==> src/rtl/sha256_block_loader_if.sv <==
// Bus bundle between the SHA-256 block loader, the shared word memory and the compression stage.
// master = loader side; slave = memory read port plus block consumer.
interface sha256_block_loader_if #(
    parameter int unsigned ADDR_W = 16
);
    logic              mem_clk;
    logic              mem_we;
    logic [ADDR_W-1:0] mem_addr;
    logic [31:0]       mem_read_data;
    logic              blk_valid;
    logic              blk_ready;
    logic [511:0]      blk_data;
    logic [5:0]        blk_idx;
    logic              blk_last;

    modport master (
        output mem_clk, mem_we, mem_addr, blk_valid, blk_data, blk_idx, blk_last,
        input  mem_read_data, blk_ready
    );

    modport slave (
        input  mem_clk, mem_we, mem_addr, blk_valid, blk_data, blk_idx, blk_last,
        output mem_read_data, blk_ready
    );
endinterface

==> src/rtl/sha256_block_loader.sv <==
// Fetches a NUM_OF_WORDS-word message, applies SHA-256 padding and presents 512-bit blocks.
// Optional SHA256_BYTE_SWAP_EN: byte-reverse each fetched message word (little-endian images).
module sha256_block_loader #(
    parameter int unsigned NUM_OF_WORDS = 20,
    parameter int unsigned ADDR_W       = 16
) (
    input  logic                  clk,
    input  logic                  reset,
    input  logic                  start,
    input  logic [ADDR_W-1:0]     message_addr,
    output logic                  done,
    sha256_block_loader_if.master bus
);
    localparam int unsigned    NB        = (NUM_OF_WORDS + 2) / 16 + 1;
    localparam int unsigned    P_W       = 12;
    localparam int unsigned    B_W       = 7;
    localparam logic [P_W-1:0] P_MSG_END = P_W'(NUM_OF_WORDS);
    localparam logic [P_W-1:0] P_LEN_LO  = P_W'(16 * NB - 1);
    localparam logic [31:0]    LEN_BITS  = 32'(32 * NUM_OF_WORDS);
    localparam logic [B_W-1:0] LAST_BLK  = B_W'(NB - 1);

    typedef enum logic [2:0] {S_IDLE, S_ADDR, S_WAIT, S_CAPT, S_PAD, S_OUT} state_t;

    state_t            r_state, w_state_nxt;
    logic [B_W-1:0]    r_blk, w_blk_nxt;
    logic [3:0]        r_slot, w_slot_nxt;
    logic [ADDR_W-1:0] r_base, w_base_nxt;
    logic [ADDR_W-1:0] r_mem_addr, w_mem_addr_nxt;
    logic              r_blk_valid, w_blk_valid_nxt;
    logic              r_blk_last, w_blk_last_nxt;
    logic              r_done, w_done_nxt;
    logic [31:0]       r_buf [16];
    logic              w_wr_en;
    logic [31:0]       w_wr_data;
    logic [31:0]       w_fetch_word;
    logic [31:0]       w_pad_word;
    logic [P_W-1:0]    w_p, w_p_inc, w_p_blk_next;

    assign w_p          = P_W'({r_blk, r_slot});
    assign w_p_inc      = w_p + P_W'(1);
    assign w_p_blk_next = P_W'({r_blk + B_W'(1), 4'd0});

`ifdef SHA256_BYTE_SWAP_EN
    assign w_fetch_word = {bus.mem_read_data[7:0],   bus.mem_read_data[15:8],
                           bus.mem_read_data[23:16], bus.mem_read_data[31:24]};
`else
    assign w_fetch_word = bus.mem_read_data;
`endif

    // Padding word for slot p; the high length word is always zero (message < 2^32 bits).
    always_comb begin
        w_pad_word = 32'h0;
        if (w_p == P_MSG_END) begin
            w_pad_word = 32'h8000_0000;
        end else if (w_p == P_LEN_LO) begin
            w_pad_word = LEN_BITS;
        end
    end

    // Next-state and next-register logic
    always_comb begin
        w_state_nxt     = r_state;
        w_blk_nxt       = r_blk;
        w_slot_nxt      = r_slot;
        w_base_nxt      = r_base;
        w_mem_addr_nxt  = r_mem_addr;
        w_blk_valid_nxt = r_blk_valid;
        w_blk_last_nxt  = r_blk_last;
        w_wr_en         = 1'b0;
        w_wr_data       = w_fetch_word;
        case (r_state)
            S_IDLE: begin
                if (start) begin
                    // Message is at least one word long, so slot 0 of block 0 is always fetched
                    w_base_nxt     = message_addr;
                    w_blk_nxt      = '0;
                    w_slot_nxt     = '0;
                    w_mem_addr_nxt = message_addr;
                    w_state_nxt    = S_ADDR;
                end
            end
            S_ADDR: w_state_nxt = S_WAIT;
            S_WAIT: w_state_nxt = S_CAPT;
            S_CAPT, S_PAD: begin
                w_wr_en    = 1'b1;
                w_wr_data  = (r_state == S_CAPT) ? w_fetch_word : w_pad_word;
                w_slot_nxt = r_slot + 4'd1;
                if (r_slot == 4'd15) begin
                    w_state_nxt     = S_OUT;
                    w_blk_valid_nxt = 1'b1;
                    w_blk_last_nxt  = (r_blk == LAST_BLK);
                end else if (w_p_inc < P_MSG_END) begin
                    w_state_nxt    = S_ADDR;
                    w_mem_addr_nxt = r_base + ADDR_W'(w_p_inc);
                end else begin
                    w_state_nxt = S_PAD;
                end
            end
            S_OUT: begin
                if (bus.blk_ready) begin
                    w_blk_valid_nxt = 1'b0;
                    if (r_blk_last) begin
                        w_state_nxt = S_IDLE;
                    end else begin
                        w_blk_nxt  = r_blk + B_W'(1);
                        w_slot_nxt = '0;
                        if (w_p_blk_next < P_MSG_END) begin
                            w_state_nxt    = S_ADDR;
                            w_mem_addr_nxt = r_base + ADDR_W'(w_p_blk_next);
                        end else begin
                            w_state_nxt = S_PAD;
                        end
                    end
                end
            end
            default: w_state_nxt = S_IDLE;
        endcase
    end

    assign w_done_nxt = (w_state_nxt == S_IDLE);

    always_ff @(posedge clk or posedge reset) begin
        if (reset) begin
            r_state     <= S_IDLE;
            r_blk       <= '0;
            r_slot      <= '0;
            r_base      <= '0;
            r_mem_addr  <= '0;
            r_blk_valid <= 1'b0;
            r_blk_last  <= 1'b0;
            r_done      <= 1'b1;
        end else begin
            r_state     <= w_state_nxt;
            r_blk       <= w_blk_nxt;
            r_slot      <= w_slot_nxt;
            r_base      <= w_base_nxt;
            r_mem_addr  <= w_mem_addr_nxt;
            r_blk_valid <= w_blk_valid_nxt;
            r_blk_last  <= w_blk_last_nxt;
            r_done      <= w_done_nxt;
        end
    end

    // Block buffer: only written in CAPT/PAD, so it is frozen while the block is presented
    always_ff @(posedge clk or posedge reset) begin
        if (reset) begin
            for (int i = 0; i < 16; i++) begin
                r_buf[i] <= '0;
            end
        end else if (w_wr_en) begin
            r_buf[r_slot] <= w_wr_data;
        end
    end

    for (genvar g = 0; g < 16; g++) begin : g_blk_data
        assign bus.blk_data[511 - 32*g -: 32] = r_buf[g];
    end

    assign bus.mem_clk   = clk;
    assign bus.mem_we    = 1'b0;
    assign bus.mem_addr  = r_mem_addr;
    assign bus.blk_valid = r_blk_valid;
    assign bus.blk_idx   = r_blk[5:0];
    assign bus.blk_last  = r_blk_last;
    assign done          = r_done;
endmodule

==> src/flat_wrapper.sv <==
// flat-port wrapper written by rule: the top's interface ports become plain ports
module sha256_block_loader_flat 
#(
    parameter int unsigned NUM_OF_WORDS = 20,
    parameter int unsigned ADDR_W       = 16
)
  (clk, reset, start, message_addr, done, bus_mem_clk, bus_mem_we, bus_mem_addr, bus_blk_valid, bus_blk_data, bus_blk_idx, bus_blk_last, bus_mem_read_data, bus_blk_ready);
  sha256_block_loader_if #(.ADDR_W(ADDR_W)) bus_i ();
  input  logic clk;
  input  logic reset;
  input  logic start;
  input  logic [ADDR_W-1:0] message_addr;
  output logic done;
  output wire logic [$bits(bus_i.mem_clk)-1:0] bus_mem_clk;
  output wire logic [$bits(bus_i.mem_we)-1:0] bus_mem_we;
  output wire logic [$bits(bus_i.mem_addr)-1:0] bus_mem_addr;
  output wire logic [$bits(bus_i.blk_valid)-1:0] bus_blk_valid;
  output wire logic [$bits(bus_i.blk_data)-1:0] bus_blk_data;
  output wire logic [$bits(bus_i.blk_idx)-1:0] bus_blk_idx;
  output wire logic [$bits(bus_i.blk_last)-1:0] bus_blk_last;
  input wire logic [$bits(bus_i.mem_read_data)-1:0] bus_mem_read_data;
  input wire logic [$bits(bus_i.blk_ready)-1:0] bus_blk_ready;
  assign bus_mem_clk = bus_i.mem_clk;
  assign bus_mem_we = bus_i.mem_we;
  assign bus_mem_addr = bus_i.mem_addr;
  assign bus_blk_valid = bus_i.blk_valid;
  assign bus_blk_data = bus_i.blk_data;
  assign bus_blk_idx = bus_i.blk_idx;
  assign bus_blk_last = bus_i.blk_last;
  assign bus_i.mem_read_data = bus_mem_read_data;
  assign bus_i.blk_ready = bus_blk_ready;
  sha256_block_loader #(.NUM_OF_WORDS(NUM_OF_WORDS), .ADDR_W(ADDR_W)) u_core (.clk(clk), .reset(reset), .start(start), .message_addr(message_addr), .done(done), .bus(bus_i));
endmodule
==> config.mk <==
export PLATFORM = sky130hd
export DESIGN_NAME = sha256_block_loader_flat
export DESIGN_NICKNAME = d
export VERILOG_FILES = /design/src/rtl/sha256_block_loader_if.sv /design/src/rtl/sha256_block_loader.sv /design/src/flat_wrapper.sv
export SDC_FILE = /design/constraint.sdc
export NUM_CORES = 1
export LEC_CHECK = 0
export ABC_AREA = 1
export BUFFER_PORTS_ARGS = -buffer_cell sky130_fd_sc_hd__buf_2
export CORE_MARGIN = 1
export CORE_UTILIZATION = 37
export CTS_BUF_LIST = sky130_fd_sc_hd__clkbuf_8 sky130_fd_sc_hd__clkbuf_16
export CTS_CLUSTER_SIZE = 28
export DETAILED_ROUTE_END_ITERATION = 8
export MAX_ROUTING_LAYER = met4
export REMOVE_ABC_BUFFERS = 1
export SLEW_MARGIN = 0
export SYNTH_ARGS = -nofsm -noshare
export SYNTH_HDL_FRONTEND = slang
export SYNTH_SLANG_ARGS = --single-unit
export TNS_END_PERCENT = 10
==> constraint.sdc <==
create_clock -name clk -period 16.1 [get_ports clk]
set_input_delay 0.805 -clock clk [delete_from_list [all_inputs] [get_ports clk]]
set_output_delay 0.805 -clock clk [all_outputs]
set_load 0.02 [all_outputs]
==> results of run 1 <==
-- metal layers --
metal | global-route usage (%) | part of all wire, % | vias to the layer above
met5 | - | 0 | -
met4 | 11.0 | 3.9 | 0
met3 | 7.08 | 8.0 | 143
met2 | 43.1 | 48 | 796
met1 | 33.3 | 40 | 9431
li1 | - | - | 8840
-- synthesized netlist by cell type (6+ instances only) --
master / instances / area [um^2]
buf_4: 9 / 67.6
o21ai_0: 447 / 2240
or2_2: 8 / 50.1
nand2_1: 742 / 2790
buf_2: 16 / 80.1
nand2_2: 7 / 43.8
nor2_4: 13 / 146
dfrtp_1: 560 / 14000
nand3_1: 80 / 400
o22ai_1: 6 / 37.5
a31oi_1: 32 / 200
nand3b_1: 7 / 52.6
inv_2: 16 / 60.1
a21oi_1: 17 / 85.1
nor3_1: 6 / 30.0
nor2_2: 7 / 43.8
ha_1: 26 / 325
o21ai_1: 52 / 260
inv_1: 105 / 394
nor2_1: 78 / 293
clkbuf_1: 124 / 465
mux2_2: 6 / 67.6
-- layout by cell type (no fill, tap or decap), drive strengths merged, types with 4 or more instances in the layout --
| cell | n |
|---|---|
| ha | 26 |
| nand3 | 82 |
| nand2 | 754 |
| nand4 | 5 |
| o21ai | 499 |
| or2 | 8 |
| dfrtp | 560 |
| xor2 | 4 |
| bufinv | 8 |
| clkinv | 18 |
| nor3 | 9 |
| a22oi | 5 |
| buf | 612 |
| o22ai | 6 |
| inv | 130 |
| clkbuf | 77 |
| mux2 | 6 |
| a31oi | 32 |
| nor2 | 98 |
| nand3b | 7 |
| a21oi | 18 |
-- final cells by class --
cell class / instances / area (um^2)
Multi-Input combinational cell: 1569 / 7400
Tap cell: 782 / 978
Inverter: 122 / 465
Sequential cell: 561 / 14000
Clock buffer: 78 / 1740
Timing Repair Buffer: 611 / 3120
Clock inverter: 34 / 430
Fill cell: 5731 / 32100
-- power breakdown --
group	leakage [nW]	switching, mW	internal (mW)
Clock	1.11	0.596	0.892
Sequential	5.97	0.351	1.99
Combinational	7.35	1.75	0.756
-- sequential cells by signal, summed over array words and instances (netlist names) --
register and flops:
u_core.bus.blk_data 512, u_core.bus.mem_addr 16, u_core.r_base 16, u_core.r_blk 7, u_core.r_slot 4, u_core.r_state 3
u_core.bus.blk_last 1, u_core.bus.blk_valid 1, u_core.done 1
-- through the flow --
step | setup slack, ns | cells | instance area, um^2 | setup TNS [ns]
global placement | 7.11 | 3646 | 26000 | 0
global route | 6.84 | 3757 | 28200 | 0
CTS | 6.84 | 3757 | 28200 | 0
detailed placement | 7.11 | 3646 | 26000 | 0
floorplan | -0.392 | 2252 | 21900 | -219.79
finish | 6.84 | 3757 | 28200 | 0
-- cell families (layout without fill, tap and decap cells) --
family          after synthesis  after routing  share of synthesized area [%]
flops                       561            561                           62.3
buf+inv                     274            845                           4.90
other cells                   1              1                         0.0166
mux                           6              6                          0.300
xor+xnor                      5              5                          0.194
fa+ha+maj                    28             28                           1.62
compound gates              564            564                           12.9
simple gates                965            965                           17.8
-- worst min path at each step --
stage | cells past startpoint | to | slack (ns)
global placement | 2 | u_core.bus.mem_addr[9]$_DFFE_PP0P_ | 0.45
finish | 2 | u_core.bus.blk_data[145]$_DFFE_PP0P_ | 0.28
CTS | 2 | u_core.bus.blk_data[141]$_DFFE_PP0P_ | 0.29
floorplan | 2 | u_core.r_base[2]$_DFFE_PP0P_ | 0.47
global route | 2 | u_core.bus.blk_data[59]$_DFFE_PP0P_ | 0.33
detailed placement | 2 | u_core.bus.mem_addr[10]$_DFFE_PP0P_ | 0.45
==> results.ini, run 1 <==
[status]
outcome=completed

[die]
die-area_mm2=0.0619
std_cell_rows=90
fp.dieW_um=249
fp.coreArea_mm2=0.0602
start_util_pct=37.4
io_pins=591
die_y_um=249

[critical_path]
critical_path_class=clock port to primary output
r2r_cells=9
cp-start-kind=clock port
cpMostUsedCell=clkbuf_16
crit_chain=clkbuf_16 > clkbuf_16 > buf_2
crit_end=bus_mem_clk
cp.required_ns=15.29
crit_path_top_delay_cell=buf_2
cp-startpoint=clk
crit_arrival_ns=8.45
rrSetupSlack_ns=12.96
cp_max_fo=2
cp_top_family=buffers and inverters
max_stage_delay_ns=0.15
cp.depth=3
worstSetupEndpointType=primary output
worst-path-buf-inv=3
r2r_start=u_core.r_state[2]$_DFF_PP0_
timing.rr.end=u_core.bus.blk_data[359]$_DFFE_PP0P_

[grt]
grt_pass1_wl_mm=122
grt_overflow=0
track_usage_pct=27.3
grt_pass1_vias=18700
antenna_found_initial=0
grt_max_degree=130

[yosys]
synthCells=2404
seq_area_frac_synth_pct=62.3
synth_area_per_cell_um2=9.37
netlist_area_mm2=0.0225
ys.flop_type=dfrtp_1
yosysUniqueCellTypes=40
synth_edf_count=0
synth-seq-cells=561
yosysWarnings=0
synthArstFlopShare_pct=100

[drt]
drt_iter0_drc=1736
vias=19200
ant_nets=0
wl_per_cell_um=21.9
route.detailed.drc=0
routed_wl_mm=82.3
dr.pass1.iters=5
vias_per_cell=5.11

[finish]
final_layout_size_suffix_gt1_share_pct=26.7
antenna_cells=0
final_nets=3006
syn2layout_area_growth_pct=25.0
fin_util_pct=46.8

[sta]
fin_skew_ns=0.0432
hold_ws_ns=0.275
slew_violations=0
setup_viol=0
timing.final.hold_violations=0
relSlewSlack_pct=18.4
rsz0062_at_grt=no
tightest_slew_ns=1.22

[cts]
clk_latency_ns=0.75
clk_pin_slew_ns=0.06
post_cts_resized=0
hold_buffers=0
postCtsSetupBuffers=0
cts_tree=built

[place]
io_buffers=589
hpwl_mm=56.1
gp_congestion=0.954

[flow_run]
cap_violations=0

[pwr]
vdd_drop_max_uv=118
power_density_mw_per_mm2=225
p_leak_nw=14.4
p_total_mw=6.34

[min_path]
hp-class=input port to asynchronous set/reset pin

Power figures use the tool's default switching activity.
==> inputs of run 2 (changes only) <==
--- a/config.mk
+++ b/config.mk
@@ -5,7 +5,7 @@
 export SDC_FILE = /design/constraint.sdc
 export NUM_CORES = 1
 export LEC_CHECK = 0
-export ABC_AREA = 1
+export ABC_AREA = 0
 export BUFFER_PORTS_ARGS = -buffer_cell sky130_fd_sc_hd__buf_2
 export CORE_MARGIN = 1
 export CORE_UTILIZATION = 37
==> constraint.sdc (replaced) <==
create_clock -name clk -period 9.1 [get_ports clk]
set_input_delay 0.455 -clock clk [delete_from_list [all_inputs] [get_ports clk]]
set_output_delay 0.455 -clock clk [all_outputs]
set_load 0.02 [all_outputs]
==> results.ini, run 2 <==
[status]
outcome=completed

[pwr]
p_switching_mw=5.12  ; +89%
p_total_mw=11.6  ; +84%
vdd_drop_max_uv=207  ; +76%
power_frac_clock_pct=21.5  ; -2.0 points
p_leak_nw=13.8  ; -4.7%
seq_power_share_pct=36.8  ; about the same
power_density_mw_per_mm2=415  ; +85%
pwr-share-comb_pct=41.7  ; +2.1 points
p_int_mw=6.52  ; +79%
p_sw_share_pct=44.0  ; +1.4 points

[drt]
routed_wl_mm=81.3  ; -1.2%
ant_nets=0  ; unchanged
dr.pass1.iters=5  ; unchanged
drt_iter0_drc=1424  ; -18%
route.detailed.drc=0  ; unchanged
wl_per_cell_um=22.9  ; +4.4%
vias_per_cell=5.26  ; +2.8%
vias=18700  ; -2.7%

[critical_path]
crit_arrival_ns=4.94  ; -3.51 ns
cp_max_fo=2  ; unchanged
r2r_start=u_core.r_state[2]$_DFF_PP0_
cp-start-kind=clock port
timing.rr.end=u_core.bus.blk_data[95]$_DFFE_PP0P_
r2r_cells=8  ; -1
rrSetupSlack_ns=5.01  ; -7.95 ns
critical_path_class=clock port to primary output
cp.required_ns=8.65  ; -6.64 ns
worstSetupEndpointType=primary output

[die]
die_y_um=248  ; -0.39%
std_cell_rows=89  ; -1.1%
start_util_pct=37.7  ; +0.27 points
die-area_mm2=0.0614  ; -0.78%
fp.dieW_um=248  ; -0.39%
io_pins=591  ; unchanged
fp.coreArea_mm2=0.0594  ; -1.5%

[finish]
syn2layout_area_growth_pct=25.2
largest_reg_flops=512  ; unchanged
layout_common_cells=buf_2 (589), nand2_1 (579), dfrtp_1 (560)
final_nets=2811  ; -6.5%
fillCellCount=5654  ; -1.3%
final_layout_size_suffix_gt1_share_pct=27.2  ; +0.53 points
layout_commonest_cell=buf_2
final_area_mm2=0.0280  ; -0.58%

[yosys]
seq_area_frac_synth_pct=62.8  ; +0.49 points
synth-seq-cells=561  ; unchanged
yosys.area.top_type=dfrtp_1
synth.top_cell.area_share_pct=62.7  ; +0.49 points
yosys.area_share.xor_xnor_pct=0.901  ; +0.71 points
yosysMostFrequentCell=nand2_1
synthSimpleGateAreaFrac_pct=13.0  ; -4.8 points
synthCells=2224  ; -7.5%
yosysUniqueCellTypes=69  ; +73%
netlist_area_mm2=0.0224  ; -0.78%
netlist_top_cells_area=dfrtp_1 (63%), o21ai_0 (12%), nand2_1 (9.8%), clkbuf_1 (2.5%), ha_1 (1.5%)
muxShareOfSynthArea_pct=1.47  ; +1.2 points
yosysWarnings=0  ; unchanged
synthArstFlopShare_pct=100  ; unchanged
synth_fa_ha_area_share_pct=1.63  ; +0.013 points
ys_top_cells_by_count=nand2_1 (584), dfrtp_1 (560), o21ai_0 (549)
synth_top_family_by_area=compound AO/OA/AOI/OAI gates
ys.flop_type=dfrtp_1
synth_edf_count=0  ; unchanged
synth_compound_area_share_pct=16.5  ; +3.6 points
synth_area_per_cell_um2=10.1  ; +7.2%

[cts]
cts_tree=built
clk_pin_slew_ns=0.06  ; about the same
post_cts_resized=0  ; unchanged
clk_latency_ns=0.74  ; about the same

[sta]
fin_ws_ns=3.70  ; -3.14 ns
hold_ws_ns=0.0439  ; -0.231 ns
rsz0062_at_grt=no
fin_skew_ns=0.0346  ; -0.00865 ns
setup_tns_ns=0  ; unchanged
timing.final.hold_violations=0  ; unchanged
tightest_slew_ns=1.26  ; +0.0367 ns
slew_violations=0  ; unchanged
relSlewSlack_pct=16.2  ; -2.2 points
setup_viol=0  ; unchanged

[grt]
grt_max_degree=173  ; +33%
grt_pass1_wl_mm=118  ; -3.7%
grt_overflow=0  ; unchanged
grt_pass1_vias=17500  ; -6.4%
track_usage_pct=26.5  ; -0.82 points
antenna_found_initial=2  ; +2

[min_path]
min_path_cells=2
hp-start=message_addr[15]
hp-class=input port to register
holdPathEnd=u_core.r_base[15]$_DFFE_PP0P_

[place]
hpwl_mm=56.6  ; +0.86%
dpl_worst_slack_ns=3.96  ; -3.15 ns
gp_congestion=0.886  ; -7.2%
placed_area_mm2=0.0258  ; -0.71%
io_buffers=589  ; unchanged

[flow_run]
cap_violations=0  ; unchanged

run 2: cell types whose count changed in the layout (fill, tap and decap cells not counted), moves of 13 or more:
cell and change:
nor2_4 -13, inv_2 -22, inv_1 -71, dlygate4sd3_1 +13, mux2_2 +13, xnor2_1 +16
nor2_1 -46, a31oi_1 -20, nand2_1 -162, o21ai_0 +102, nand3_1 -69, o21ai_1 -50
nor2b_1 +13
run 2: routing by layer:
metal	vias to the layer above	wire length [um]	global-route usage [%]
met5	-	0	-
met4	0	2400	8.68
met3	139	6190	5.59
met2	719	38900	41.6
met1	9259	33900	34.1
li1	8581	-	-
run 2: repair_timing:
| action | CTS | global route |
|---|---|---|
| buffers inserted | 0 | 0 |
| hold buffers | 13 | 0 |
| endpoints found under the hold margin | 50 | 0 |
run 2: power groups by stage:
stage / Sequential [mW] / Clock [mW] / Combinational [mW]
global placement: 4.25 / 0.0103 / 4.80
detailed placement: 4.31 / 0.0103 / 4.86
floorplan: 5.49 / 0 / 1.48
global route: 4.40 / 2.65 / 5.24
CTS: 4.27 / 2.55 / 4.87
finish: 4.28 / 2.51 / 4.85
run 2: worst max-delay path, stage by stage:
cell and delay (ns):
clkbuf_16 0.12, clkbuf_16 0.13, buf_2 0.15
run 2: cells by family (layout without fill, tap and decap cells):
family / after synthesis / after routing
mux: 28 / 28
fa+ha+maj: 28 / 28
compound gates: 672 / 672
buf+inv: 197 / 754
other cells: 1 / 3
xor+xnor: 23 / 23
flops: 561 / 561
simple gates: 714 / 714
run 2: worst max-delay path by stage:
| stage | startpoint | to |
|---|---|---|
| 2_1_floorplan | reset | u_core.bus.blk_data[0]$_DFFE_PP0P_ |
| 3_3_place_gp | clk | bus_mem_clk |
| 3_5_place_dp | clk | bus_mem_clk |
| 4_1_cts | clk | bus_mem_clk |
| 5_1_grt | clk | bus_mem_clk |
| 6_report | clk | bus_mem_clk |
run 2: through the flow:
stage                     util, %  instances
after detailed placement     43.5       3428
after floorplan                 -       2048
after CTS                    47.2       3554
after global placement       43.5       3428
final                        47.2       3556
after global routing         47.2       3555
run 2: area by class of cell:
cell class,count,area [um^2],area share [%]
inverter,21,86.3,0.308
tap,773,967,3.45
clock buffer,75,1720,6.15
antenna,2,5.00,0.0179
clock inverter,39,335,1.20
sequential,561,14000,50.1
timing repair buffer,619,3220,11.5
multi-input combinational,1466,7630,27.2
